===== src/rtl/cpu_seq_pkg.sv =====
// cpu_seq_pkg: shared types and constants for the CPU phase sequencer.
// Holds the state encoding, which is also visible on the phase output,
// the instruction class codes from IR[15:14] and the HALT opcode.
package cpu_seq_pkg;

    typedef enum logic [2:0] {
        ST_IDLE   = 3'd0,
        ST_FETCH  = 3'd1,
        ST_DECODE = 3'd2,
        ST_EXEC   = 3'd3,
        ST_WB     = 3'd4,
        ST_PAUSE  = 3'd5,
        ST_HALTED = 3'd6,
        ST_ERROR  = 3'd7
    } state_t;

    localparam logic [1:0] CLS_MISC = 2'b00;
    localparam logic [1:0] CLS_ALU  = 2'b01;
    localparam logic [1:0] CLS_FILE = 2'b10;
    localparam logic [1:0] CLS_JUMP = 2'b11;

    localparam logic [3:0] OP_HALT = 4'b1111;

    // instr carries IR[15:10]: class in [5:4], misc opcode in [3:0]
    function automatic logic is_halt(input logic [5:0] ins);
        return (ins[5:4] == CLS_MISC) && (ins[3:0] == OP_HALT);
    endfunction

endpackage


===== src/rtl/seq_wait_timer.sv =====
// seq_wait_timer: wait-state budget for slow data-file accesses.
// Down-counter loaded with WAIT_MAX; tc_o rises once WAIT_MAX waits have
// been counted, i.e. on the last EXEC cycle the sequencer may spend
// waiting before it must give up.
// Ports:
//   clk, rst  clock, asynchronous active-low reset
//   load_i    reload the full wait budget
//   en_i      count one wait cycle
//   tc_o      budget exhausted
module seq_wait_timer #(
    parameter int WAIT_MAX = 15,
    localparam int W = (WAIT_MAX < 1) ? 1 : $clog2(WAIT_MAX + 1)
) (
    input  logic clk,
    input  logic rst,
    input  logic load_i,
    input  logic en_i,
    output logic tc_o
);

    logic [W-1:0] cnt_q;
    logic [W-1:0] cnt_d;

    always_comb begin
        cnt_d = cnt_q;
        if (load_i) begin
            cnt_d = W'(WAIT_MAX);
        end else if (en_i && (cnt_q != '0)) begin
            cnt_d = cnt_q - W'(1);
        end
    end

    always_ff @(posedge clk or negedge rst) begin
        if (!rst) begin
            cnt_q <= '0;
        end else begin
            cnt_q <= cnt_d;
        end
    end

    assign tc_o = (cnt_q == '0);

endmodule


===== src/rtl/cpu_sequencer.sv =====
// cpu_sequencer: master phase controller for the 8-bit CPU.
// Steps each instruction through FETCH/DECODE/EXEC/WB, stretches EXEC for
// data-file accesses until mem_ready, and supports halt, single-step and a
// wait-state watchdog. All strobes are Moore outputs of the state register.
// Ports:
//   clk, rst             clock, asynchronous active-low reset
//   start, step          one-cycle pulses (run / release pause)
//   step_mode, halt_req  levels: pause after each instr / request halt
//   instr[5:0]           IR[15:10] from the ROM bus, sampled in DECODE
//   mem_ready            data-file access complete
//   rom_rd, ir_en        FETCH / DECODE strobes
//   pc_inc, pc_load      WB PC update (load for jump class)
//   busy, halted, err    status
//   phase[2:0]           current state encoding
//   instr_count          retired instructions, saturating
//
// state  | meaning
// IDLE   | after reset, waiting for start
// FETCH  | ROM read
// DECODE | IR load, class latched, HALT detected
// EXEC   | execute; file class waits here for mem_ready
// WB     | PC update, instruction retired
// PAUSE  | single-step hold, waiting for step
// HALTED | stopped by HALT op or halt_req
// ERROR  | wait-state watchdog expired, sticky until reset
module cpu_sequencer
    import cpu_seq_pkg::*;
#(
    parameter int WAIT_MAX = 15,
    parameter int CNT_W    = 16
) (
    input  logic             clk,
    input  logic             rst,
    input  logic             start,
    input  logic             step_mode,
    input  logic             step,
    input  logic             halt_req,
    input  logic [5:0]       instr,
    input  logic             mem_ready,
    output logic             rom_rd,
    output logic             ir_en,
    output logic             pc_inc,
    output logic             pc_load,
    output logic             busy,
    output logic             halted,
    output logic             err,
    output logic [2:0]       phase,
    output logic [CNT_W-1:0] instr_count
);

    state_t           state_q, state_d;
    logic [1:0]       cls_q, cls_d;
    logic [CNT_W-1:0] cnt_q, cnt_d;
    logic             wait_tc;
    logic             wait_en;

    // EXEC is only ever entered from DECODE, so reloading there clears the
    // wait budget on every entry.
    assign wait_en = (state_q == ST_EXEC) && (cls_q == CLS_FILE) && !mem_ready;

    seq_wait_timer #(.WAIT_MAX(WAIT_MAX)) u_wait (
        .clk    (clk),
        .rst    (rst),
        .load_i (state_q == ST_DECODE),
        .en_i   (wait_en),
        .tc_o   (wait_tc)
    );

    always_comb begin
        state_d = state_q;
        cls_d   = cls_q;
        cnt_d   = cnt_q;
        unique case (state_q)
            ST_IDLE:   if (start) state_d = ST_FETCH;
            ST_FETCH:  state_d = ST_DECODE;
            ST_DECODE: begin
                cls_d   = instr[5:4];
                state_d = is_halt(instr) ? ST_HALTED : ST_EXEC;
            end
            ST_EXEC: begin
                if (cls_q != CLS_FILE || mem_ready) state_d = ST_WB;
                else if (wait_tc)                   state_d = ST_ERROR;
            end
            ST_WB: begin
                if (cnt_q != '1) cnt_d = cnt_q + CNT_W'(1);
                if (halt_req)       state_d = ST_HALTED;
                else if (step_mode) state_d = ST_PAUSE;
                else                state_d = ST_FETCH;
            end
            ST_PAUSE: begin
                if (halt_req)  state_d = ST_HALTED;
                else if (step) state_d = ST_FETCH;
            end
            ST_HALTED: if (start && !halt_req) state_d = ST_FETCH;
            ST_ERROR:  state_d = ST_ERROR;
            default:   state_d = ST_IDLE;
        endcase
    end

    always_ff @(posedge clk or negedge rst) begin
        if (!rst) begin
            state_q <= ST_IDLE;
            cls_q   <= CLS_MISC;
            cnt_q   <= '0;
        end else begin
            state_q <= state_d;
            cls_q   <= cls_d;
            cnt_q   <= cnt_d;
        end
    end

    assign rom_rd      = (state_q == ST_FETCH);
    assign ir_en       = (state_q == ST_DECODE);
    assign pc_load     = (state_q == ST_WB) && (cls_q == CLS_JUMP);
    assign pc_inc      = (state_q == ST_WB) && (cls_q != CLS_JUMP);
    assign busy        = (state_q == ST_FETCH) || (state_q == ST_DECODE) ||
                         (state_q == ST_EXEC)  || (state_q == ST_WB);
    assign halted      = (state_q == ST_HALTED);
    assign err         = (state_q == ST_ERROR);
    assign phase       = state_q;
    assign instr_count = cnt_q;

endmodule


===== config.mk =====
export PLATFORM = sky130hd
export DESIGN_NAME = cpu_sequencer
export DESIGN_NICKNAME = d
export VERILOG_FILES = /design/src/rtl/cpu_seq_pkg.sv /design/src/rtl/seq_wait_timer.sv /design/src/rtl/cpu_sequencer.sv
export SDC_FILE = /design/constraint.sdc
export NUM_CORES = 1
export LEC_CHECK = 0
export ABC_CLOCK_PERIOD_IN_PS = 2000
export CORE_MARGIN = 8
export CORE_UTILIZATION = 45
export CTS_BUF_LIST = sky130_fd_sc_hd__clkbuf_4
export DETAILED_ROUTE_END_ITERATION = 6
export DONT_BUFFER_PORTS = 1
export PLACE_DENSITY = 0.7
export SLEW_MARGIN = 20
export SYNTH_ARGS = -nofsm -noshare
export SYNTH_HDL_FRONTEND = slang
export SYNTH_SLANG_ARGS = --single-unit

===== constraint.sdc =====
create_clock -name clk -period 2 [get_ports clk]
set_clock_uncertainty 0.15 [all_clocks]
set_input_delay 0.2 -clock clk [delete_from_list [all_inputs] [get_ports clk]]
set_output_delay 0.2 -clock clk [all_outputs]
set_load 0.01 [all_outputs]

==> results of run 1 <==
-- worst reg2reg max path: cells and delay by family (launching register included) --
family	cells	cell delay, ns
flip-flops	1	0.40
multiplexers	1	0.29
AND/OR/NAND/NOR	3	0.93
-- layer usage --
metal | track usage, % | vias up | part of all wire [%]
met5 | 0 | - | 0
met4 | 4.62 | 0 | 0.45
met3 | 6.07 | 2 | 8.5
met2 | 23.6 | 35 | 50
met1 | 14.3 | 563 | 41
li1 | - | 577 | -
-- stage by stage --
step	hold WS, ns	util (%)	area, sq um	cells
after floorplan	-0.246	-	1360	144
after global placement	-0.245	53.1	1570	198
after detailed placement	-0.245	53.1	1570	198
after CTS	0.00530	56.1	1660	207
after global routing	0.00472	56.3	1660	207
final	0.0198	56.3	1660	207
-- cell usage in the layout, fill, tap and decap left out, types with 5 or more instances in the layout --
master	n
dfrtp_1	25
buf_4	24
nand2_1	15
nor2_1	9
xnor2_1	9
inv_1	8
nand4_1	8
nand3_1	7
a21oi_1	6
nor3_1	5
a31oi_1	5
-- power groups by stage --
stage | combinational [mW] | clock (mW) | sequential (mW)
final | 0.839 | 0.225 | 0.699
after global routing | 0.930 | 0.257 | 0.714
after CTS | 0.835 | 0.237 | 0.700
after detailed placement | 0.812 | 0 | 0.710
after global placement | 0.774 | 0 | 0.702
after floorplan | 0.474 | 0 | 0.764
-- cells by family (layout without fill, tap and decap cells) --
group | count (synthesis) | after routing | share of synthesized area, %
muxes | 3 | 3 | 2.76
adders and majority gates | 2 | 2 | 1.84
buffers and inverters | 11 | 41 | 3.22
AOI/OAI and AO/OA | 19 | 19 | 8.46
DFF | 25 | 25 | 46.0
xor gates and xnor gates | 13 | 13 | 8.36
and+or+nand+nor | 71 | 71 | 29.4
-- registers in the layout, summed over array words and instances (netlist names) --
register      flops
cls_q             2
phase             3
instr_count      16
u_wait.cnt_q      4
-- final cells by class --
cell class	instances	area, sq um	share of cell area [%]
Tap cell	33	41.3	2.48
Clock buffer	3	22.5	1.36
Inverter	8	30.0	1.81
Multi-Input combinational cell	108	697	41.9
Clock inverter	1	5.00	0.301
Timing Repair Buffer	29	240	14.5
Sequential cell	25	626	37.7
-- how the worst max path moves through the flow --
stage                    startpoint               to  slack, ns  cells after the start
floorplan           instr_count[12]   instr_count[1]       0.01                      5
detailed placement  instr_count[15]   instr_count[1]       0.16                      4
CTS                        phase[2]            ir_en       0.05                      4
finish              instr_count[15]   instr_count[1]       0.11                      4
global route               cls_q[1]  u_wait.cnt_q[0]      0.008                      5
global placement           phase[1]  instr_count[15]       0.21                      6
-- what timing repair did --
| item | in CTS | in global routing |
|---|---|---|
| endpoints found under the hold margin | 28 | 0 |
| gates resized for setup | 0 | 1 |
| setup endpoints to repair | 0 | 2 |
| buffers inserted | 0 | 0 |
| hold buffers | 5 | 0 |
==> results by stage, run 1 <==
Critical path:
- The required arrival time at the worst endpoint is around 2 ns.
- The start of the worst register-to-register path is instr_count[15].
- Setup slack on the worst reg-to-reg path comes out at 0.11 ns.
- The worst endpoint data arrival time is between 1.5 and 2 ns.
- Traced cell by cell, the critical path runs through nand4_2, or4_1, and2_4, mux2_4.
- The maximum fanout along the worst path is 5.
- The capturing element type of the critical path is a register.
- Broken down by cell family, the worst path's largest delay share belongs to simple AND/OR/NAND/NOR gates.
- The worst stage delay on the critical path is approximately 0.58 ns.
- The type of the worst setup path is reg -> reg.
- The number of cell instances on the worst register-to-register path is 4.
- The critical path's slowest cell is or4_1.
- The capture instance of the worst register-to-register path is instr_count[1].
- The number of buffers and inverters on the critical path is 0.
- The worst setup path is launched from a register.

Synth:
- Counting instances in the post-synthesis netlist gives the leading cell types as dfrtp_1, nand2_1, nor2_1, xnor2_1.
- The total standard cell area after synthesis is 1360 sq um.
- The most used flip-flop cell after synthesis is dfrtp_1.
- The most common cell in the synthesized netlist is dfrtp_1.
- The synthesized design contains 0 enable-type register cells.
- During synthesis, Yosys emitted a total of 0 warnings.
- The number of instances in the synthesized netlist is 144.
- The average instance in the mapped netlist occupies 9.45 sq um.
- The post-synthesis net count is between 150 and 200.
- Sorting the synthesized cells by area gives the leading types as dfrtp_1, xnor2_1, nand2_1.
- The flip-flop and latch count after synthesis is 25.
- Of all cell types, the one taking the most synthesized area is dfrtp_1.
- The netlist uses 38 different library cells.
- The area share of the largest cell type after synthesis is 46.0%.
- For this run, the register share of the synthesized area comes to a little under half.
- The share of flip-flops with an asynchronous set or reset is 100%.

Placed design:
- Prior to clock tree synthesis, the placed netlist has a worst setup slack of around 0.16 ns.
- At the end of routability-driven placement, the weighted congestion stood at 0.850.
- The total half-perimeter wirelength after legalization and detailed placement is roughly 2.6 mm.
- The port buffer count is 0.

STA:
- The final number of hold-violating endpoints came to 0.
- The final setup violation count is 0.
- The highest attainable clock frequency is roughly 530 MHz.
- Setup repair after global routing left no endpoint under its margin.
- Adding up every negative setup slack in the final design gives 0 ns.
- The setup slack of the critical path after layout is 0.114 ns.
- The share of the clock period used by the worst path is 94.3%.
- The final count of pins violating max slew is 0.
- Headroom to the max-slew limit came out at 65.2%.
- The worst path needs 1.89 ns of the cycle, external delays included.
- For the pin with the worst max-slew slack, the measured transition is 0.514 ns.

GRT:
- The via count of the first global-routing pass is 1221.
- For this run the aggregate overflow at the end of global routing stands at 0.
- Entering global routing, the biggest net connects 26 pins.
- The first global-routing pass estimated around 5.6 mm of wire.
- Global routing used 13.6% of the available tracks.
- The initial antenna violation count was 0.

Route:
- After detailed routing, the number of vias per cell comes to 5.69.
- The wire length reported by the detailed router is around 3.4 mm.
- The detailed router finished its first iteration with 67 violations.
- The number of iterations in the first detailed-routing pass is 5.
- Dividing the detail-routed wire length by the instance count gives 16.2 microns.
- In the routed design, unresolved DRC markers number 0.
- The detailed router placed 1177 vias in this run.
- The detail route stage leaves a number of antenna-violating nets equal to 0.

Power and ir drop:
- The internal portion of the total power is roughly 1.0 mW.
- The total power is 1.76 mW.
- For this design the ratio of total power to cell area is 1060 nW/um^2.
- The clock power share is 12.8%.
- Per report_power, the combinational group accounts for 47.6% of the total.
- The worst-case IR drop observed on VDD is 0.000833 V.
- In this run the power spent charging and discharging nets is 727 uW.
- Summed over all cells, the static leakage comes to 0.762 nW.
- Sequential cells burn 39.6% of the power.
- The switching power as a share of total power is 41.2%.

Clocking:
- The clock passes through at most 2 buffers.
- The clock tree from TritonCTS is done.
- The clock root buffer master is clkbuf_4.
- The number of clock buffers inserted by TritonCTS is 3.
- CTS built an H-tree with a depth of 1.
- Clock-pin slew was measured on the worst setup and hold paths at approximately 0.14 ns.
- The clock sink total is 25.
- The later-pin clock latency in the skew report is 0.32 ns.

Job:
- The number of max-cap violations is 0.

Layout:
- The final-layout fill cell count is between 200 and 300.
- 0 antenna diodes ended up in the layout.
- For this run, the post-layout net count is 190.
- The share of final-layout standard cells stronger than drive strength 1 is 24.1%.
- The layout-stage area growth over the synthesis result is 22.1%.

Run status:
- The run finished with clean final reports.

Die:
- Measured along the y axis, the die boundary spans 71 microns.
- The full die area is ~5000 sq um.
- Measured along the x axis, the die boundary spans 71 microns.
- The number of top-level design ports is 39.
- The initial utilization of the core area, before any placement, comes to a little under half.
- The number of core rows is 20.
- The area of the placeable core is 2950 sq um.

Worst hold path:
- The worst hold path begins at mem_ready.
- The path with the worst hold slack has its endpoint at u_wait.cnt_q[2].
- In this run the worst hold path is classified as in -> reg.
- Along the worst hold path, the cell count comes to 4.
No activity file was read; power rests on OpenSTA's default activity.
==> run 2, diff against run 1 <==
--- a/config.mk
+++ b/config.mk
@@ -11,7 +11,7 @@
 export CTS_BUF_LIST = sky130_fd_sc_hd__clkbuf_4
 export DETAILED_ROUTE_END_ITERATION = 6
 export DONT_BUFFER_PORTS = 1
-export PLACE_DENSITY = 0.7
+export PLACE_DENSITY = 0.65
 export SLEW_MARGIN = 20
 export SYNTH_ARGS = -nofsm -noshare
 export SYNTH_HDL_FRONTEND = slang
==> run 2 against run 1 <==
Sequential power up 3%. Die area did not move. Combinational power is 2% lower. Flip-flop and latch count did not move. Sequential share of layout area fell by 0.057 points. Critical path depth down 1. Global-route usage fell by 0.25 points. Wire length shrank 2.7%.
==> results by stage, run 2 (synthesis results as in run 1) <==
Run status:
- Result of the run: finished clean (unchanged).

GRT:
- The via count of the first global-routing pass is 1265 (was 1221).
- The leftover overflow at the end of global routing came to 0 (unchanged).
- The wire length of the first global-routing pass was 5.57 mm (was 5.58 mm).
- The overall routing resource usage is 13.4% (was 13.6%).
- The pin count of the biggest net entering global routing was 26 (unchanged).
- The initial antenna violation count is 0 (unchanged).

Critical path:
- The setup slack of the most critical reg-to-reg path was 0.14 ns (was 0.11 ns).
- The launching instance or port of the critical path is phase[0] (was instr_count[15]).
- The capture instance of the worst register-to-register path is instr_count[1] (unchanged).
- The maximum fanout along the worst path is 7 (was 5).
- The cell family contributing the most delay on the critical path is flip-flops (was simple AND/OR/NAND/NOR gates).
- The critical path's slowest cell is dfrtp_1 (was or4_1).
- The category of the worst setup path launch point is a register (unchanged).
- The required arrival time at the worst endpoint is 1.65 ns (was 2.06 ns).
- The type of the worst setup path is reg -> out (was reg -> reg).
- The worst endpoint data arrival time is 1.53 ns (was 1.94 ns).
- The worst stage delay on the critical path is 0.42 ns (was 0.58 ns).
- The number of cell instances on the worst register-to-register path is 4 (unchanged).
- The number of buffers and inverters on the critical path came to 1 (was 0).
- Sequence of cells on the critical path: buf_4, or2_2, xnor2_1 (was nand4_2, or4_1, and2_4, mux2_4).
- The start of the worst register-to-register path is instr_count[15] (unchanged).
- The number of cells on the critical path is 3 (was 4).
- The capturing element type of the critical path is an output pin (was register).

Layout:
- The number of nets in the finished design is 189 (was 190).
- The final-layout fill cell count is 258 (was 276).
- The number of antenna cells inserted is 0 (unchanged).
- The multi-input gate area in the final layout is 701 sq um (was 697 sq um).
- The share of final-layout standard cells stronger than drive strength 1 is 24.9% (was 24.1%).
- The number of flip-flops in the largest register is 16 (unchanged).
- The register cell area after layout came to 626 sq um (unchanged).
- The layout-stage area growth over the synthesis result was 22.2% (was 22.1%).
- Leading cell types in the layout, fill and taps excluded: dfrtp_1, buf_4, nand2_1 (unchanged).
- The number of cells in the finished layout apart from fillers came to 206 (was 207).
- The commonest non-fill, non-tap cell in the layout is dfrtp_1 (unchanged).
- The design area is 1660 sq um (about the same).
- The utilization after layout came to 56.4% (was 56.3%).

Route:
- The highest layer used for signal routing is met4 (unchanged).
- The total number of vias is 1179 (was 1177).
- The detailed-route DRC error count is 0 (unchanged).
- The wire length reported by the detailed router was 3.27 mm (was 3.36 mm).
- The met3 wire length is 282 microns (was 287 microns).
- The number of DRC markers after the initial detailed-route iteration is 42 (was 67).
- The number of iterations in the first detailed-routing pass came to 4 (was 5).
- The wire length per cell after detailed routing came to 15.9 microns (was 16.2 microns).
- The total met2 wirelength after detailed routing was 1.62 mm (was 1.69 mm).
- The number of vias per cell after detailed routing is 5.72 (was 5.69).
- The antenna violation net count after detailed routing was 0 (unchanged).
- The detailed-route wire length on metal 1 came to 1.34 mm (was 1.37 mm).

Clocking:
- The clock sink total was 25 (unchanged).
- The clock edge transition at the registers on the reported setup and hold paths came to 0.13 ns (was 0.14 ns).
- The number of clock buffers inserted by TritonCTS came to 3 (unchanged).
- The post-CTS repair timing setup buffer count is 0 (unchanged).
- The clock tree from TritonCTS is done (unchanged).
- The clock root buffer master is clkbuf_4 (unchanged).
- The maximum number of buffers from clock root to sink is 2 (unchanged).
- The later-pin clock latency in the skew report is 0.31 ns (was 0.32 ns).
- The maximum level of the CTS H-tree is 1 (unchanged).

Power and ir drop:
- The leakage power figure is 0.753 nW (was 0.762 nW).
- The total power is 1.78 mW (was 1.76 mW).
- The worst supply voltage drop on vdd is 0.000789 V (was 0.000833 V).
- The power density of the placed cells is 1070 nW/um^2 (was 1060 nW/um^2).

Worst hold path:
- The hold path endpoint was phase[2] (was u_wait.cnt_q[2]).
- The beginning of the worst hold path is step (was mem_ready).
- The class of the tightest hold or removal check is in -> reg (unchanged).
- The number of stages on the worst hold path is 3 (was 4).

Job:
- The number of max-cap violations is 0 (unchanged).

Die:
- The full die area is 5040 sq um (unchanged).
- The number of top-level design ports is 39 (unchanged).
- The initial standard-cell utilization of the core is 46.1% (unchanged).
- The die outline height is 71 microns (unchanged).
- The area of the placeable core is 2950 sq um (unchanged).
- The die extent in x is 71 microns (unchanged).
- The number of core rows is 20 (unchanged).

Placed design:
- The last weighted congestion value of the routability-driven placer is 0.771 (was 0.850).
- The total half-perimeter wirelength after legalization and detailed placement was 2.65 mm (was 2.61 mm).
- The instance area at placement is 1560 sq um (was 1570 sq um).
- The cell total after placement came to 197 (was 198).
- The port buffer count is 0 (unchanged).

STA:
- The share of the clock period used by the worst path is 94.0% (was 94.3%).
- The final number of hold-violating endpoints is 0 (unchanged).
- The final count of pins violating max slew is 0 (unchanged).
- The post-layout minimum cycle time is 1.88 ns (was 1.89 ns).
- The slew at the pin closest to its max-slew limit is 0.387 ns (was 0.514 ns).
- The highest attainable clock frequency came to 532 MHz (was 530 MHz).
- The total negative setup slack is 0 ns (unchanged).
- The worst max-slew margin expressed relative to the limit is 74.0% (was 65.2%).
- The final setup violation count is 0 (unchanged).
- RSZ-0062 raised after global routing: no (unchanged).
[run 2: cell types whose count changed in the layout (fill, tap and decap cells not counted)]
cell / before / now
a21oi_1: 6 / 5
a21oi_2: 0 / 1
buf_4: 24 / 23
clkbuf_4: 3 / 4
clkinv_2: 1 / 0
clkinvlp_4: 0 / 1
inv_1: 8 / 7
[run 2: worst max path at each step]
stage | end | slack (ns)
after floorplan | instr_count[1] | 0.01
after global placement | instr_count[14] | 0.19
after detailed placement | instr_count[1] | 0.16
after CTS | ir_en | 0.02
after global routing | halted | 0.005
final | busy | 0.12
[run 2: tightest hold or removal path: cells and delay by family]
| family | cells | cell delay, ns |
|---|---|---|
| AO/OA/AOI/OAI | 2 | 0.23 |
| AND/OR/NAND/NOR | 1 | 0.02 |
[run 2: area by class of cell]
| class | instances | share of cell area (%) |
|---|---|---|
| multi-input combinational | 108 | 42.1 |
| inverter | 8 | 2.03 |
| sequential | 25 | 37.6 |
| timing repair buffer | 28 | 14.0 |
| clock buffer | 4 | 1.80 |
| tap | 33 | 2.48 |
[run 2: stage by stage]
step | hold slack (ns) | setup WS (ns)
4_1_cts | 0.0238 | 0.0224
3_5_place_dp | -0.245 | 0.161
3_3_place_gp | -0.245 | 0.194
5_1_grt | 0.0330 | 0.00478
2_1_floorplan | -0.246 | 0.0123
6_report | 0.0259 | 0.120
[run 2: routing by layer]
metal / track usage, % / up-vias
li1: - / 575
met1: 15.1 / 567
met2: 23.0 / 33
met3: 5.08 / 4
met4: 3.70 / 0
met5: 0 / -
[run 2: where the power goes]
group          internal [mW]  leakage, nW  switching, mW
Sequential             0.616        0.312          0.102
Combinational          0.342        0.422          0.484
Clock                 0.0914       0.0184          0.141
Total                   1.05        0.753          0.726
[run 2: repair_timing]
action                     CTS  global route
hold buffers                 5             0
hold endpoints to repair    28             0
resized for setup            0             3
setup endpoints to repair    0             2
==> run 3, diff against run 2 <==
--- a/config.mk
+++ b/config.mk
@@ -15,4 +15,5 @@
 export SLEW_MARGIN = 20
 export SYNTH_ARGS = -nofsm -noshare
 export SYNTH_HDL_FRONTEND = slang
+export SYNTH_HIERARCHICAL = 1
 export SYNTH_SLANG_ARGS = --single-unit
==> run 3 against run 2 <==
Hold slack improved by 0.011 ns. Clock-buffer cell count decreased by 1. Combinational power about the same. Power increased by 0.35%. Global-route usage decreased by 0.16 points. Sequential share of layout area decreased by 0.61 points. Register-to-register slack got worse by 0.13 ns. Flip-flop and latch count unchanged.
==> results by stage, run 3 <==
GRT:
- The overall routing resource usage came to 13.2% (was 13.4%).
- The wire length of the first global-routing pass is 5.69 mm (was 5.57 mm).
- The leftover overflow at the end of global routing is 0 (unchanged).
- The pin count of the biggest net entering global routing is 26 (unchanged).
- The via count of the first global-routing pass is 1158 (was 1265).
- The initial antenna violation count is 0 (unchanged).

Clocking:
- The clock tree from TritonCTS is done (unchanged).
- The maximum number of buffers from clock root to sink is 2 (unchanged).
- The maximum level of the CTS H-tree is 1 (unchanged).
- The clock edge transition at the registers on the reported setup and hold paths is 0.14 ns (was 0.13 ns).
- The clock sink total came to 25 (unchanged).
- The later-pin clock latency in the skew report is 0.31 ns (about the same).
- The clock root buffer master was clkbuf_4 (unchanged).
- The number of clock buffers inserted by TritonCTS came to 3 (unchanged).

Placed design:
- The instance area at placement is 1580 sq um (was 1560 sq um).
- The last weighted congestion value of the routability-driven placer is 0.814 (was 0.771).
- The port buffer count is 0 (unchanged).
- The total half-perimeter wirelength after legalization and detailed placement is 2.49 mm (was 2.65 mm).

STA:
- The final number of hold-violating endpoints was 0 (unchanged).
- The final-layout worst hold slack is 0.0365 ns (was 0.0259 ns).
- The highest attainable clock frequency is 504 MHz (was 532 MHz).
- The post-layout minimum cycle time is 1.99 ns (was 1.88 ns).
- The total negative setup slack is 0 ns (unchanged).
- The slew at the pin closest to its max-slew limit is 0.456 ns (was 0.387 ns).
- The final count of pins violating max slew is 0 (unchanged).
- The final setup violation count is 0 (unchanged).
- The worst max-slew margin expressed relative to the limit is 69.4% (was 74.0%).
- The share of the clock period used by the worst path is 99.3% (was 94.0%).

Worst hold path:
- The class of the tightest hold or removal check is in -> reg (unchanged).

Die:
- The die extent in x is 73.2 microns (was 71 microns).
- The number of top-level design ports is 39 (unchanged).
- The area of the placeable core is 3080 sq um (was 2950 sq um).
- The initial standard-cell utilization of the core is 47.8% (was 46.1%).
- The full die area was 5360 sq um (was 5040 sq um).
- The number of core rows was 20 (unchanged).
- The die outline height was 73.2 microns (was 71 microns).

Route:
- The wire length per cell after detailed routing came to 16.3 microns (was 15.9 microns).
- The number of vias per cell after detailed routing is 5.69 (was 5.72).
- The total number of vias is 1160 (was 1179).
- The number of iterations in the first detailed-routing pass was 4 (unchanged).
- The wire length reported by the detailed router was 3.32 mm (was 3.27 mm).
- The detailed-route DRC error count is 0 (unchanged).
- The number of DRC markers after the initial detailed-route iteration is 54 (was 42).
- The antenna violation net count after detailed routing came to 0 (unchanged).

Synth:
- Top cells by area in the synthesized netlist: dfrtp_1, xnor2_1, nand4_1 (was dfrtp_1, xnor2_1, nand2_1).
- The area share of the largest cell type after synthesis came to 42.5% (was 46.0%).
- Top post-synthesis cells by count: dfrtp_1, nor2_1, nand4_1 (was dfrtp_1, nand2_1, nor2_1, xnor2_1).
- The most used flip-flop cell after synthesis is dfrtp_1 (unchanged).
- The number of distinct library cell variants in the gate-level netlist after synthesis is 44 (was 38).
- The count of flip-flops with a built-in enable after synthesis is 0 (unchanged).
- The total standard cell area after synthesis was 1470 sq um (was 1360 sq um).
- The number of instances in the synthesized netlist is 143 (was 144).
- The mean cell area of the mapped netlist is 10.3 sq um (was 9.45 sq um).
- The top cell type by total area after synthesis is dfrtp_1 (unchanged).
- The most numerous cell in the Yosys netlist is dfrtp_1 (unchanged).
- The total of warnings raised by yosys came to 6 (was 0).
- The flip-flop and latch count after synthesis is 25 (unchanged).
- The post-synthesis net count is 158 (was 159).
- The share of flip-flops with an asynchronous set or reset came to 100% (unchanged).
- The sequential area share after synthesis is 42.5% (was 46.0%).

Critical path:
- The category of the worst setup path launch point is a register (unchanged).
- The required arrival time at the worst endpoint came to 2.06 ns (was 1.65 ns).
- The type of the worst setup path was reg -> reg (was reg -> out).
- The worst endpoint data arrival time was 2.05 ns (was 1.53 ns).
- The capturing element type of the critical path is a register (was output pin).
- The maximum fanout along the worst path is 3 (was 7).

Power and ir drop:
- The leakage power figure is 0.773 nW (was 0.753 nW).
- The worst supply voltage drop on vdd is 0.000624 V (was 0.000789 V).
- The power density of the placed cells is 1050 nW/um^2 (was 1070 nW/um^2).
- The total power came to 1.78 mW (about the same).

Layout:
- The number of nets in the finished design is 176 (was 189).
- The commonest non-fill, non-tap cell in the layout is dfrtp_1 (unchanged).
- The number of antenna cells inserted is 0 (unchanged).
- The final-layout fill cell count was 286 (was 258).
- The number of flip-flops in the largest register is 16 (unchanged).
- The design area came to 1690 sq um (was 1660 sq um).
- The layout-stage area growth over the synthesis result is 15.0% (was 22.2%).
- The share of final-layout standard cells stronger than drive strength 1 is 22.5% (was 24.9%).
- Leading cell types in the layout, fill and taps excluded: dfrtp_1, buf_4, nor2_1 (was dfrtp_1, buf_4, nand2_1).

Job:
- The number of max-cap violations is 0 (unchanged).

Run status:
- Result of the run: finished clean (unchanged).
run 3: cell types whose count changed in the layout (fill, tap and decap cells not counted), moves of 3 or more:
cell | before | now
nand2_1 | 15 | 5
buf_4 | 23 | 14
a31oi_1 | 5 | 2
mux2i_1 | 0 | 3
nor4_1 | 3 | 0
run 3: layout make-up:
type | count | area, sq um | area share [%]
Clock buffer | 3 | 22.5 | 1.33
Inverter | 7 | 26.3 | 1.55
Multi-Input combinational cell | 105 | 792 | 46.8
Tap cell | 44 | 55.1 | 3.25
Sequential cell | 25 | 626 | 37.0
Timing Repair Buffer | 19 | 165 | 9.76
Clock inverter | 1 | 5.00 | 0.296
run 3: final timing paths:
check | startpoint | endpoint | slack (ns) | cells after the start
hold reg to reg | instr_count[6] | instr_count[6] | 0.39 | 1
setup / recovery | cls_q[0] | u_wait/cnt_q[3] | 0.01 | 5
max in group asynchronous | rst | u_wait/cnt_q[0] | 1.39 | 2
min in group asynchronous | rst | instr_count[13] | 0.16 | 2
hold / removal | instr[4] | phase[2] | 0.04 | 3
setup reg to reg | cls_q[0] | u_wait/cnt_q[3] | 0.01 | 5
run 3: critical path: stages, from the launching register on:
cell and delay (ns):
dfrtp_1 0.41, nor4b_2 0.33, nand3_1 0.17, inv_2 0.09, or4b_4 0.46, a211o_1 0.27
run 3: what timing repair did:
action | 4_1_cts | 5_1_grt
setup buffers | 1 | 2
pin swaps | 1 | 4
gates resized for setup | 2 | 1
endpoints found under the setup margin | 3 | 1
endpoints found under the hold margin | 30 | 0
hold buffers | 6 | 0
run 3: logic make-up (layout without fill, tap and decap cells):
logic type               Yosys count  in the layout  share of synthesized area (%)
AO/OA/AOI/OAI                     22             22                           9.61
XOR/XNOR                          12             12                           7.14
adder cells (fa/ha/maj)            2              2                           1.70
buffers and inverters             13             30                           4.51
flip-flops                        25             25                           42.5
multiplexers                       7              7                           5.36
AND/OR/NAND/NOR                   62             62                           29.2
run 3: per-stage QoR:
step / setup slack (ns) / util, % / std cells
3_3_place_gp: 0.0403 / 51.2 / 192
6_report: 0.0147 / 55.0 / 204
5_1_grt: -0.0382 / 55.0 / 204
3_5_place_dp: -0.0243 / 51.2 / 192
4_1_cts: 0.0161 / 54.8 / 203
2_1_floorplan: 0.0231 / - / 143
run 3: report_power, final:
part           internal [mW]  leakage, nW  switching (mW)
sequential             0.614        0.311           0.117
clock                 0.0746       0.0177           0.151
combinational          0.343        0.444           0.483
run 3: layer usage:
layer  vias to the layer above  share of wire, %  track usage (%)
met2                        23                52             22.2
met1                       573                42             15.7
met4                         0               1.1             4.00
met5                         -                 0                0
li1                        560                 -                -
met3                         4               4.9             3.85
